<file path="config.mk">
export PLATFORM = sky130hd
export DESIGN_NAME = fifo_rd_packer_flat
export DESIGN_NICKNAME = d
export VERILOG_FILES = /design/src/rtl/fifo_rd_packer_if.sv /design/src/rtl/fifo_rd_packer.sv /design/src/flat_wrapper.sv
export SDC_FILE = /design/constraint.sdc
export NUM_CORES = 1
export LEC_CHECK = 0
export CAP_MARGIN = 20
export CORE_MARGIN = 4
export CORE_UTILIZATION = 45
export CTS_CLUSTER_SIZE = 12
export DETAILED_ROUTE_END_ITERATION = 12
export GPL_ROUTABILITY_DRIVEN = 0
export GPL_TIMING_DRIVEN = 0
export MAX_ROUTING_LAYER = met4
export PLACE_DENSITY = 0.77
export SETUP_SLACK_MARGIN = 0.4
export SLEW_MARGIN = 20
export SYNTH_ARGS = -nofsm -noshare
export SYNTH_HDL_FRONTEND = slang
export SYNTH_SLANG_ARGS = --single-unit
</file>
<file path="constraint.sdc">
create_clock -name rclk -period 3.8 [get_ports rclk]
set_input_delay 0.76 -clock rclk [delete_from_list [all_inputs] [get_ports rclk]]
set_output_delay 0.76 -clock rclk [all_outputs]
set_load 0.1 [all_outputs]
</file>
<file path="src/rtl/fifo_rd_packer_if.sv">
// fifo_rd_packer_if -- bundle of the FIFO read side and the packed output
// stream of fifo_rd_packer.
//
// Signals:
//   rdata    FIFO head word, meaningful only while rempty=0
//   rempty   FIFO empty flag, already in the rclk domain
//   rinc     pop strobe; the head word is consumed on the rclk edge where rinc=1
//   flush    request to push out a partially filled beat
//   m_data   packed beat, lane 0 (bits [DSIZE-1:0]) holds the oldest word
//   m_keep   per-lane valid mask for m_data
//   m_valid  beat available
//   m_ready  downstream accepts the beat
//   beat_cnt count of accepted beats (wraps at 16 bits)
//
// Handshake: a beat transfers on every rclk edge where m_valid=1 and m_ready=1.
// Once m_valid is raised, m_data/m_keep are held stable and m_valid stays high
// until that transfer; m_valid never depends combinationally on m_ready, and a
// new beat may be loaded in the same cycle the previous one transfers.
//
// Modports: master = the packer (drives rinc and the stream), slave = the
// FIFO/consumer side.
interface fifo_rd_packer_if #(
  parameter int DSIZE = 8,
  parameter int RATIO = 2
) ();
  logic [DSIZE-1:0]       rdata;
  logic                   rempty;
  logic                   rinc;
  logic                   flush;
  logic [DSIZE*RATIO-1:0] m_data;
  logic [RATIO-1:0]       m_keep;
  logic                   m_valid;
  logic                   m_ready;
  logic [15:0]            beat_cnt;

  modport master (
    input  rdata, rempty, flush, m_ready,
    output rinc, m_data, m_keep, m_valid, beat_cnt
  );

  modport slave (
    output rdata, rempty, flush, m_ready,
    input  rinc, m_data, m_keep, m_valid, beat_cnt
  );
endinterface

</file>
<file path="src/rtl/fifo_rd_packer.sv">
// fifo_rd_packer -- read-clock-domain stage behind an async FIFO. Pops FIFO
// words and packs RATIO of them into one wide beat on a valid/ready stream.
// A flush request pushes out a partially filled beat with unfilled lanes zero
// and masked off in m_keep.
//
// Ports:
//   rclk             read clock
//   rrst             asynchronous active-high reset
//   bus              fifo_rd_packer_if.master (FIFO read side + output stream)
//   dbg_idx_o        current lane index (number of staged words), zero-extended
//   dbg_flush_pend_o sticky flush request waiting to be serviced
module fifo_rd_packer #(
  parameter int DSIZE = 8,
  parameter int RATIO = 2
) (
  input  logic              rclk,
  input  logic              rrst,
  fifo_rd_packer_if.master  bus,
  output logic [7:0]        dbg_idx_o,
  output logic              dbg_flush_pend_o
);
  localparam int IW = (RATIO > 1) ? $clog2(RATIO) : 1;
  localparam int W  = DSIZE * RATIO;
  localparam logic [IW-1:0] LAST = IW'(RATIO - 1);

  logic [IW-1:0]                 idx_q, idx_d;
  logic [RATIO-2:0][DSIZE-1:0]   stage_q, stage_d;
  logic [W-1:0]                  m_data_q, m_data_d;
  logic [RATIO-1:0]              m_keep_q, m_keep_d;
  logic                          m_valid_q, m_valid_d;
  logic                          flush_pend_q, flush_pend_d;
  logic [15:0]                   beat_cnt_q, beat_cnt_d;

  logic                          out_free;
  logic                          pop;
  logic                          accept;
  logic                          load_full;
  logic                          load_part;
  logic [W-1:0]                  part_data;
  logic [RATIO-1:0]              part_keep;

  // The output register can take a new beat when empty or when its current
  // beat transfers this cycle.
  assign out_free  = !m_valid_q || bus.m_ready;
  // The completing pop is only allowed when the output register can take the
  // beat; pops for the lower lanes only need staging space.
  assign pop       = !rrst && !bus.rempty && !bus.flush && !flush_pend_q &&
                     ((idx_q != LAST) || out_free);
  assign accept    = m_valid_q && bus.m_ready;
  assign load_full = pop && (idx_q == LAST);
  // pop is blocked while flush_pend_q is set, so load_full and load_part
  // never coincide.
  assign load_part = flush_pend_q && (idx_q != '0) && out_free;

  // Partial beat: only lanes below idx are filled; stale staging contents in
  // higher lanes are masked to zero. The top lane is never filled here.
  always_comb begin
    part_data = '0;
    part_keep = '0;
    for (int i = 0; i < RATIO - 1; i++) begin
      if (i < int'(idx_q)) begin
        part_data[i*DSIZE +: DSIZE] = stage_q[i];
        part_keep[i]                = 1'b1;
      end
    end
  end

  always_comb begin
    idx_d        = idx_q;
    stage_d      = stage_q;
    m_data_d     = m_data_q;
    m_keep_d     = m_keep_q;
    m_valid_d    = m_valid_q;
    flush_pend_d = flush_pend_q;
    beat_cnt_d   = beat_cnt_q;

    for (int i = 0; i < RATIO - 1; i++) begin
      if (pop && (idx_q == IW'(i))) begin
        stage_d[i] = bus.rdata;
      end
    end

    if (pop) begin
      idx_d = (idx_q == LAST) ? '0 : idx_q + IW'(1);
    end

    if (accept) begin
      m_valid_d  = 1'b0;
      beat_cnt_d = beat_cnt_q + 16'd1;
    end

    // Loading overrides the clear above, giving back-to-back beats.
    if (load_full) begin
      m_data_d  = {bus.rdata, stage_q};
      m_keep_d  = '1;
      m_valid_d = 1'b1;
    end else if (load_part) begin
      m_data_d  = part_data;
      m_keep_d  = part_keep;
      m_valid_d = 1'b1;
      idx_d     = '0;
    end

    // Service: nothing staged -> just drop the request; otherwise wait until
    // the partial beat has been loaded.
    if (flush_pend_q && ((idx_q == '0) || out_free)) begin
      flush_pend_d = 1'b0;
    end
    if (bus.flush) begin
      flush_pend_d = 1'b1;
    end
  end

  always_ff @(posedge rclk or posedge rrst) begin
    if (rrst) begin
      idx_q        <= '0;
      stage_q      <= '0;
      m_data_q     <= '0;
      m_keep_q     <= '0;
      m_valid_q    <= 1'b0;
      flush_pend_q <= 1'b0;
      beat_cnt_q   <= '0;
    end else begin
      idx_q        <= idx_d;
      stage_q      <= stage_d;
      m_data_q     <= m_data_d;
      m_keep_q     <= m_keep_d;
      m_valid_q    <= m_valid_d;
      flush_pend_q <= flush_pend_d;
      beat_cnt_q   <= beat_cnt_d;
    end
  end

  assign bus.rinc     = pop;
  assign bus.m_data   = m_data_q;
  assign bus.m_keep   = m_keep_q;
  assign bus.m_valid  = m_valid_q;
  assign bus.beat_cnt = beat_cnt_q;

  assign dbg_idx_o        = 8'(idx_q);
  assign dbg_flush_pend_o = flush_pend_q;
endmodule

</file>
<file path="src/flat_wrapper.sv">
// flat-port wrapper written by rule: the top's interface ports become plain ports
module fifo_rd_packer_flat 
#(
  parameter int DSIZE = 8,
  parameter int RATIO = 2
)
  (rclk, rrst, dbg_idx_o, dbg_flush_pend_o, bus_rdata, bus_rempty, bus_flush, bus_m_ready, bus_rinc, bus_m_data, bus_m_keep, bus_m_valid, bus_beat_cnt);
  fifo_rd_packer_if #(.DSIZE(DSIZE), .RATIO(RATIO)) bus_i ();
  input  logic rclk;
  input  logic rrst;
  output logic [7:0] dbg_idx_o;
  output logic dbg_flush_pend_o;
  input wire logic [$bits(bus_i.rdata)-1:0] bus_rdata;
  input wire logic [$bits(bus_i.rempty)-1:0] bus_rempty;
  input wire logic [$bits(bus_i.flush)-1:0] bus_flush;
  input wire logic [$bits(bus_i.m_ready)-1:0] bus_m_ready;
  output wire logic [$bits(bus_i.rinc)-1:0] bus_rinc;
  output wire logic [$bits(bus_i.m_data)-1:0] bus_m_data;
  output wire logic [$bits(bus_i.m_keep)-1:0] bus_m_keep;
  output wire logic [$bits(bus_i.m_valid)-1:0] bus_m_valid;
  output wire logic [$bits(bus_i.beat_cnt)-1:0] bus_beat_cnt;
  assign bus_i.rdata = bus_rdata;
  assign bus_i.rempty = bus_rempty;
  assign bus_i.flush = bus_flush;
  assign bus_i.m_ready = bus_m_ready;
  assign bus_rinc = bus_i.rinc;
  assign bus_m_data = bus_i.m_data;
  assign bus_m_keep = bus_i.m_keep;
  assign bus_m_valid = bus_i.m_valid;
  assign bus_beat_cnt = bus_i.beat_cnt;
  fifo_rd_packer #(.DSIZE(DSIZE), .RATIO(RATIO)) u_core (.rclk(rclk), .rrst(rrst), .bus(bus_i), .dbg_idx_o(dbg_idx_o), .dbg_flush_pend_o(dbg_flush_pend_o));
endmodule
</file>
Yosys cells after proc, flatten, opt, wreduce, memory -nomap -nowiden --
Cells that the tools add are included.
Operators by class: add/sub/neg operators 2, $lt $le $gt $ge 1, multiplexer cells 15, bitwise logic cells 1, reductions and logical operators 20
Operator list (number):
- $mux W16 | 2
- $add A16 B1 Y16 const B | 1
- $logic_and A1 B1 Y1 | 10
- $mux W1 | 10
- $mux W8 | 1
- $logic_not A1 Y1 | 5
- $mux W2 | 2
- $reduce_bool A2 Y1 | 2
- $reduce_bool A3 Y1 | 1
- $logic_or A1 B1 Y1 | 2
- $add A1 B1 Y1 const B | 1
- $lt A1 B1 Y1 const A | 1
- $not A1 Y1 | 1
Word-level totals: bits in registers 45, bits of input ports 13, output and inout bits 45, logic and storage cells 46

Logic depth before layout (Yosys ltp) --
word-level depth 8, mapped depth 7, depth with buffers taken out 6

Worst setup path before layout --
OpenSTA, ideal clock, no wires.
path type reg-to-reg, start register u_core.flush_pend_q, in the netlist u_core.dbg_flush_pend_o, end register u_core.stage_q[0] in the netlist's numbering, library setup time 0.125 ns, arrival time 3.871 ns, required time 3.675 ns, setup slack -0.196 ns, stages on the path, launching flop included 6, buffers on the path 1, clock period less this slack 3.996 ns, cell sequence dfrtp_1 or4_1 a21oi_1 ha_1 clkbuf_1 mux2_2
Between the ends: longest elaborated chain between the ends 4
Ends and longest elaborated chain:
- start, declared | RTL line fifo_rd_packer.sv:31 | logic flush_pend_q, flush_pend_d;
- start signal, assigned | RTL line fifo_rd_packer.sv:129 | flush_pend_q <= flush_pend_d;
- $logic_not A1 Y1 | RTL line fifo_rd_packer.sv:47 | assign pop = !rrst && !bus.rempty && !bus.flush && !flush_pend_q &&
- $logic_and A1 B1 Y1 (2 in series) | RTL line fifo_rd_packer.sv:47
- net bus_rinc | RTL line flat_wrapper.sv:17 | output wire logic [$bits(bus_i.rinc)-1:0] bus_rinc;
- $logic_and A1 B1 Y1 | RTL line fifo_rd_packer.sv:78 | if (pop && (idx_q == IW'(i))) begin
- end signal, assigned | RTL line fifo_rd_packer.sv:125 | stage_q <= stage_d;
- end, declared | RTL line fifo_rd_packer.sv:27 | logic [RATIO-2:0][DSIZE-1:0] stage_q, stage_d;
The timed path passes the listed nets, and every way through them passes these cells. A chain may end at the register's enable or synchronous reset.

Worst setup path after layout --
start input rrst, end output bus_rinc
Between the ends: longest elaborated chain between the ends 5
Ends and longest elaborated chain:
- start, declared | RTL line flat_wrapper.sv:10 | input logic rrst;
- $logic_not A1 Y1 | RTL line fifo_rd_packer.sv:47
- $logic_and A1 B1 Y1 (4 in series) | RTL line fifo_rd_packer.sv:47
- end, declared | RTL line flat_wrapper.sv:17
No other way between the ends.

==> impl_metrics.prom <==
# TYPE chip_impl_metric gauge
chip_impl_metric{name="num_vias",unit=""} 1318
chip_impl_metric{name="fp.dieH",unit="um"} 73.29
chip_impl_metric{name="die_x",unit="um"} 73.29
chip_impl_metric{name="antenna_cells_inserted",unit=""} 0
chip_impl_metric{name="row_count",unit=""} 23
chip_impl_metric{name="worst_path_largest_cell_delay",unit="ns"} 0.58
chip_impl_metric{name="syn_to_final_growth",unit="%"} 38.81
chip_impl_info{name="dominant_cell_type_by_area_after_synthesis",value="dfrtp_1"} 1
chip_impl_metric{name="worst-endpoint-arrival",unit="ns"} 2.48
chip_impl_metric{name="htree_levels",unit=""} 2
chip_impl_metric{name="groute.usage.overall",unit="%"} 16.30
chip_impl_info{name="cts_root_buffer",value="clkbuf_8"} 1
chip_impl_metric{name="port-buffer-count",unit=""} 50
chip_impl_metric{name="yosysTopAreaCellShare",unit="%"} 58.71
chip_impl_metric{name="largest_net_degree_at_the_start_of_global_routing",unit=""} 37
chip_impl_metric{name="worstPathMaxFanout",unit=""} 3
chip_impl_metric{name="global_route.overflow_total",unit=""} 0
chip_impl_metric{name="cp.buffers_inverters",unit=""} 2
chip_impl_info{name="worstSetupStartpointType",value="input pin"} 1
chip_impl_metric{name="leakagePower",unit="nW"} 1.201
chip_impl_metric{name="wirelength",unit="mm"} 3.644
chip_impl_metric{name="grt_pass1_vias",unit=""} 1347
chip_impl_info{name="worst_hold_path_type",value="flop to flop"} 1
chip_impl_info{name="outcome",value="completed"} 1
chip_impl_metric{name="clock_insertion_delay_at_the_later_pin_of_the_skew_report",unit="ns"} 0.29
chip_impl_metric{name="first_pass_iters",unit=""} 4
chip_impl_metric{name="final_setup_vio_count",unit=""} 0
chip_impl_info{name="synth_area_leaders",value="dfrtp_1 59%, mux2_2 5.3%, xnor2_1 5.0%"} 1
chip_impl_metric{name="p_per_area",unit="mW/mm^2"} 831.3
chip_impl_metric{name="synth_warnings",unit=""} 0
chip_impl_metric{name="fmaxAchievable",unit="GHz"} 0.3090
chip_impl_metric{name="worst_max_slew_pin_slew",unit="ns"} 0.9987
chip_impl_metric{name="layout.nets",unit=""} 236
chip_impl_metric{name="cts-buffers-inserted",unit=""} 5
chip_impl_metric{name="setup_tns",unit="ns"} 0
chip_impl_metric{name="wire_length_of_the_first_global_routing_pass",unit="mm"} 6.341
chip_impl_metric{name="min_period_over_period",unit="%"} 85.17
chip_impl_metric{name="start_util",unit="%"} 47.27
chip_impl_metric{name="core_area",unit="sq mm"} 0.004058
chip_impl_metric{name="detail-route-antenna-nets",unit=""} 0
chip_impl_metric{name="post-layout-total-power",unit="W"} 0.002213
chip_impl_metric{name="yosys.cell_types.count",unit=""} 31
chip_impl_metric{name="antenna_found_initial",unit=""} 0
chip_impl_info{name="critical_path.top_delay_family",value="buffers and inverters"} 1
chip_impl_metric{name="routed_wire_length_per_instance",unit="um"} 13.45
chip_impl_metric{name="post_synth.cell_area_avg",unit="sq um"} 12.30
chip_impl_metric{name="post-route-drc-count",unit=""} 0
chip_impl_info{name="timing.setup.critical_path_class",value="input pin to output port"} 1
chip_impl_info{name="cp-end-kind",value="output port"} 1
chip_impl_metric{name="io_pins",unit=""} 58
chip_impl_metric{name="vias_per_cell",unit=""} 4.863
chip_impl_metric{name="dp_hpwl",unit="mm"} 2.699
chip_impl_info{name="timing.critical_path.cells",value="clkdlybuf4s50_1 > or4_1 > a21oi_2 > clkdlybuf4s15_2"} 1
chip_impl_metric{name="layout_min_cycle_time",unit="ns"} 3.237
chip_impl_metric{name="cts.hold.buffers_added",unit=""} 0
chip_impl_metric{name="ys_seq_elements",unit=""} 45
chip_impl_metric{name="seq_area_frac_synth",unit="%"} 58.71
chip_impl_metric{name="cts.sink_count",unit=""} 45
chip_impl_metric{name="finish.instance_area",unit="sq mm"} 0.002663
chip_impl_metric{name="placedInstanceArea",unit="sq mm"} 0.002527
chip_impl_metric{name="post_cts_resize_count",unit=""} 3
chip_impl_info{name="final_common_cell",value="clkdlybuf4s50_1"} 1
chip_impl_metric{name="maxSlewHeadroom",unit="%"} 33.21
chip_impl_metric{name="cts_post_setup_buffers_inserted",unit=""} 0
chip_impl_metric{name="cts.clk_slew.worst_paths",unit="ns"} 0.07
chip_impl_info{name="rsz0062_at_grt",value="false"} 1
chip_impl_metric{name="worst-r2r-setup-slack",unit="ns"} 1.69
chip_impl_info{name="postSynth.topFlopCell",value="dfrtp_1"} 1
chip_impl_info{name="final_cell_mix",value="49 x clkdlybuf4s50_1, 45 x dfrtp_1, 21 x nand2_1, 11 x xnor2_1, 9 x mux2_2"} 1
chip_impl_metric{name="finalHoldViolations",unit=""} 0
chip_impl_metric{name="synth_edf_count",unit=""} 0
chip_impl_info{name="cts_tree",value="built"} 1
chip_impl_metric{name="fp.dieArea",unit="sq mm"} 0.005371
chip_impl_metric{name="post_synth_instance_area",unit="sq mm"} 0.001918
chip_impl_metric{name="cts_max_path_buffers",unit=""} 2
chip_impl_metric{name="final-max-slew-violation-count",unit=""} 0
chip_impl_metric{name="synth-async-reset-ratio",unit="%"} 100.0
chip_impl_metric{name="timing.clock.skew",unit="ns"} 0.01008
chip_impl_metric{name="cp.required",unit="ns"} 3.04
chip_impl_metric{name="final_layout_size_suffix_gt1_share",unit="%"} 17.19
chip_impl_metric{name="syn_inst",unit=""} 156
chip_impl_info{name="critical-path-slowest-cell",value="clkdlybuf4s15_2"} 1
chip_impl_metric{name="detailedRoute.firstIterationViolations",unit=""} 43
chip_impl_metric{name="vdd_ir_drop_max",unit="mV"} 0.4132
chip_impl_metric{name="max_cap_violations",unit=""} 0
[metal layers]
metal	GRT usage, %	wire length (um)
met5	-	0
met4	4.918	8
met3	6.977	298
met2	25.42	1788
met1	19.15	1548
[worst reg2reg max path, cell delays in order (launching register included)]
cell      delay, ns
dfrtp_1        0.45
or4_1          0.44
a21oi_2        0.17
ha_1           0.16
clkbuf_1       0.37
mux2_2         0.40
[kinds of logic after synthesis]
kind of cell | count (synthesis) | share of synthesized area (%)
adder cells (fa/ha/maj) | 3 | 1.957
buffers and inverters | 17 | 5.675
XOR/XNOR | 15 | 6.849
other | 1 | 0.1955
AO/OA/AOI/OAI | 20 | 7.958
AND/OR/NAND/NOR | 46 | 13.37
flip-flops | 45 | 58.71
multiplexers | 9 | 5.284
[cell usage after synthesis (4+ instances only)]
master,number
a22o_1,8
buf_4,8
dfrtp_1,45
inv_1,4
mux2_2,9
nand2_1,21
nand3_1,6
nor2_1,4
o21ai_0,4
o21ai_1,4
xnor2_1,11
xor2_1,4
[power by group]
group / internal, W / switching [W] / total [W]
clock: 0.000261 / 0.000155 / 0.000417
sequential: 0.000604 / 0.000106 / 0.000710
combinational: 0.000276 / 0.000810 / 0.00109
total: 0.00114 / 0.00107 / 0.00221
[path summary, 6_finish.rpt]
path,end,from,cells after the start
max in group asynchronous,u_core.bus.m_data[5],rrst,3
min in group asynchronous,u_core.idx_q,rrst,2
hold / removal,u_core.bus.m_keep[0],u_core.bus.m_keep[0],1
hold reg to reg,u_core.bus.m_keep[0],u_core.bus.m_keep[0],1
setup / recovery,bus_rinc,rrst,4
setup reg to reg,u_core.stage_q[6],u_core.dbg_flush_pend_o,5
[metrics by stage]
stage,hold WS (ns),std cells,setup slack [ns],util [%]
2_1_floorplan,0.4806,162,0.5135,-
3_3_place_gp,0.4517,262,-0.007775,61.79
3_5_place_dp,0.4516,263,-0.03374,62.29
4_1_cts,0.4801,271,0.5458,65.62
5_1_grt,0.5044,271,0.5233,65.62
6_report,0.4783,271,0.5634,65.62
[flip-flops by register name (all words and copies together) (netlist names)]
name / cells
u_core.bus.beat_cnt: 16
u_core.bus.m_data: 16
u_core.stage_q: 8
u_core.bus.m_keep: 2
u_core.bus.m_valid: 1
u_core.dbg_flush_pend_o: 1
u_core.idx_q: 1
[cell type report]
| cell class | count | area [sq um] |
|---|---|---|
| sequential | 45 | 1126 |
| fill | 312 | 1395 |
| timing repair buffer | 51 | 521.8 |
| clock buffer | 5 | 68.82 |
| clock inverter | 3 | 65.06 |
| tap | 50 | 62.56 |
| multi-input combinational | 100 | 709.4 |
| buffer | 13 | 93.84 |
| inverter | 4 | 15.01 |
Power figures use the tool's default switching activity.
